`config.mk`:
```
export PLATFORM = sky130hd
export DESIGN_NAME = mips_reg_file
export DESIGN_NICKNAME = d
export VERILOG_FILES = /design/src/rtl/mips_reg_file.sv
export SDC_FILE = /design/constraint.sdc
export NUM_CORES = 2
export LEC_CHECK = 0
export ABC_AREA = 0
export ABC_CLOCK_PERIOD_IN_PS = 11000
export BUFFER_PORTS_ARGS = -buffer_cell sky130_fd_sc_hd__buf_2
export CAP_MARGIN = 30
export CORE_MARGIN = 2
export CORE_UTILIZATION = 40
export DETAILED_ROUTE_END_ITERATION = 10
export SLEW_MARGIN = 40
export SYNTH_ARGS = -nofsm -noshare
export SYNTH_HDL_FRONTEND = slang
export SYNTH_SLANG_ARGS = --single-unit
```
`constraint.sdc`:
```
create_clock -name clk -period 11 [get_ports clk]
set_input_delay 3.3 -clock clk [delete_from_list [all_inputs] [get_ports clk]]
set_output_delay 3.3 -clock clk [all_outputs]
set_load 0.005 [all_outputs]
```
`src/rtl/mips_reg_file.sv`:
```
// 32 x 32-bit MIPS general-purpose register file: two combinational read ports,
// one synchronous write port, optional same-cycle write-through to the readers.
module mips_reg_file #(
  parameter bit          BYPASS  = 1'b1,
  parameter logic [31:0] SP_INIT = 32'h0000_3FFC,
  parameter logic [31:0] GP_INIT = 32'h0000_1800
) (
  input  logic        clk,
  input  logic        reset,
  input  logic        RegWrite,
  input  logic [4:0]  WriteReg,
  input  logic [31:0] WriteData,
  input  logic [4:0]  ReadReg1,
  input  logic [4:0]  ReadReg2,
  output logic [31:0] ReadData1,
  output logic [31:0] ReadData2
);

  localparam int unsigned NREGS  = 32;
  localparam int unsigned GP_IDX = 28;
  localparam int unsigned SP_IDX = 29;

  logic [31:0] regs_q [NREGS];
  logic [31:0] regs_d [NREGS];
  logic        wr_en;
  logic        byp_en;

  // Register 0 is never a write target; its slot is pinned to zero.
  assign wr_en = RegWrite && (WriteReg != 5'd0);

  always_comb begin
    regs_d = regs_q;
    if (wr_en) begin
      regs_d[WriteReg] = WriteData;
    end
    regs_d[0] = '0;
  end

  // Reset wins over a coincident write.
  always_ff @(posedge clk) begin
    if (reset) begin
      for (int i = 0; i < NREGS; i++) begin
        if (i == GP_IDX) begin
          regs_q[i] <= GP_INIT;
        end else if (i == SP_IDX) begin
          regs_q[i] <= SP_INIT;
        end else begin
          regs_q[i] <= '0;
        end
      end
    end else begin
      regs_q <= regs_d;
    end
  end

  // Forwarding is disabled while reset is high, since that write never lands.
  assign byp_en = BYPASS && RegWrite && !reset;

  always_comb begin
    ReadData1 = '0;
    if (ReadReg1 != 5'd0) begin
      if (byp_en && (ReadReg1 == WriteReg)) begin
        ReadData1 = WriteData;
      end else begin
        ReadData1 = regs_q[ReadReg1];
      end
    end
  end

  always_comb begin
    ReadData2 = '0;
    if (ReadReg2 != 5'd0) begin
      if (byp_en && (ReadReg2 == WriteReg)) begin
        ReadData2 = WriteData;
      end else begin
        ReadData2 = regs_q[ReadReg2];
      end
    end
  end

endmodule
```
==> results.toml <==
[routing]
drt_iter0_markers = 7726
viasPerCell = 6.42
detail-route-antenna-nets = 0
post-route-drc-count = 0
drtPass1Iterations = 9
vias = 47900
wl_um = 223000
routedWlPerCell_um = 29.9

[setup_path]
slowest_stage = "nand3_1"
r2r-start = "regs_q[478]"
required_ns = 7.70
worst_r2r_endpoint = "regs_q[478]"
rr_worst_depth = 2
crit_chain = "buf_8, xor2_1, nor4_1, nand3_1, nor2b_4, buf_4, a32o_1, buf_2"
crit_fanout = 62
critPathMaxStageDelay_ns = 0.71
worstSetupEndpointType = "output pin"
rrSetupSlack_ns = 10.29
critPathLaunchType = "input pin"
cp.arrival_ns = 6.50
crit_type = "in2out"

[floorplan]
die_y_um = 362
io_pins = 114
die_area_mm2 = 0.131
initial_utilization_pct = 40.2
design.core.area_mm2 = 0.127
rows = 131
die_x_um = 362

[final_layout]
regMostFlops = "regs_q"
final_nets = 5761
area_delta_synth_final_pct = 10.6
top_regs = "regs_q (992)"
drive_gt1_share_pct = 17.6
largest_register_ffs = 992

[sta]
tightest_slew_ns = 0.977
timing.final.max_slew_violations = 0
maxSlewHeadroom_pct = 34.7
rsz0062_at_grt = "false"
tns_ns = 0
fin_crit_ns = 9.80
clock_skew_ns = 0
hold_viol_final = 0
worst_slack_ns = 1.20
setup_violations = 0
fin_crit_sh_pct = 89.1
fmax_mhz = 102

[placed_design]
io_buffers = 113
dp_hpwl_um = 135000
pre_cts_slack_ns = 1.45
gp_congestion = 0.957

[synth]
ys_ff_latch = 992
synth-async-reset-ratio_pct = 0
yosysWarnings = 0
syn_nets = 6027
netlist_top_cells_count = "2071 x nand2_1, 1018 x a21oi_1, 992 x dfxtp_1"
ys_types = 51
synth_top_area_cell = "dfxtp_1"
synth_top_area_share_pct = 38.8
synth_flop_cell = "dfxtp_1"
synth_enable_flop_cells = 0
synthTopCellsByArea = "dfxtp_1 39%, mux4_2 17%, nand2_1 15%, a21oi_1 10%, clkbuf_1 3.2%"
postSynthCellCount = 5977
ys_seq_area_share_pct = 38.8
yosysMostFrequentCell = "nand2_1"
avgSynthCellArea_um2 = 8.56
synth_area_mm2 = 0.0511

[grt]
grt_pass1_wl_um = 318000
antenna_found_initial = 28
gr-total-overflow = 0
grt_max_degree = 135
grt_pass1_vias = 44700
grt_use_total_pct = 33.1

[clock_tree]
cts.clk_slew.worst_paths_ns = 0.06
cts-root-buf = "clkbuf_16"
cts-hold-fix-buffers = 0
clock_sinks = 992
clk_latency_ns = 0.71
post_cts_buffers = 0
cts_resized = 0
numCtsBuffers = 110
clk_path_buf_depth = 3
cts_tree = "built"
htree_levels = 3

[worst_hold_path]
hold_class = "reg2reg"
holdPathEnd = "regs_q[180]"
hp-start = "regs_q[180]"
worstHoldPathCells = 2

[power]
p_per_area_mw_per_mm2 = 144
leakagePower_nw = 18.7
ir_worst_vdd_v = 0.000125

[status]
status = "complete, no violations"

[flow_run]
cap_violations = 0
[kinds of logic after synthesis]
logic type | synth area share [%]
XOR/XNOR | 0.171
flip-flops | 38.8
buffers and inverters | 5.65
multiplexers | 22.2
AO/OA/AOI/OAI | 15.6
AND/OR/NAND/NOR | 17.6
[layout make-up]
class | instances | area, µm²
antenna | 7 | 17.5
multi-input combinational | 4336 | 28800
clock inverter | 39 | 337
sequential | 992 | 19900
tap | 1662 | 2080
timing repair buffer | 270 | 2230
inverter | 1 | 3.75
fill | 12300 | 70600
clock buffer | 164 | 3190
[worst max-delay path: cells and delay by family]
| kind | cells | cell delay, ns |
|---|---|---|
| AOI/OAI and AO/OA | 1 | 0.25 |
| xor gates and xnor gates | 1 | 0.14 |
| buffers and inverters | 3 | 0.95 |
| and+or+nand+nor | 3 | 1.73 |
[layout by cell type, fill, tap and decap left out, drive strengths merged, types with 61 or more instances in the layout]
master and n:
clkbuf 164, dfxtp 992, nand2 2071, mux4 384
mux2 98, a21oi 1018, buf 270, nor2 63
a22oi 79, mux2i 159, o22ai 61
[through the flow]
step / total power, W / hold slack [ns] / instance area, µm² / std cells / utilization (%)
floorplan: 0.00418 / 0.442 / 51100 / 5977 / -
global placement: 0.00447 / 0.449 / 52600 / 7246 / 41.3
detailed placement: 0.00448 / 0.455 / 53000 / 7260 / 41.6
CTS: 0.00810 / 0.463 / 56500 / 7463 / 44.4
global route: 0.00830 / 0.480 / 56500 / 7468 / 44.5
finish: 0.00813 / 0.463 / 56600 / 7471 / 44.5
[worst max-delay path by stage]
| stage | start | endpoint | depth (start not counted) |
|---|---|---|---|
| final | ReadReg2[0] | ReadData2[1] | 8 |
| after global routing | ReadReg2[0] | ReadData2[1] | 8 |
| after CTS | ReadReg2[0] | ReadData2[1] | 8 |
| after detailed placement | ReadReg2[0] | ReadData2[1] | 8 |
| after floorplan | ReadReg1[1] | ReadData1[26] | 8 |
| after global placement | ReadReg2[1] | ReadData2[14] | 7 |
[layer usage]
layer  up-vias  share of wire, %  track usage, %
li1      20300                 -               -
met1     23200                37            42.2
met2      3474                42            47.8
met3       870                14            10.5
met4        30               7.5            22.0
met5         -              0.12           0.666
[power by group]
group	internal, W	switching (W)
Clock	0.00207	0.00163
Sequential	0.00362	0.0000198
Combinational	0.000235	0.000560
Total	0.00593	0.00221
(Power assumes the default switching activity.)
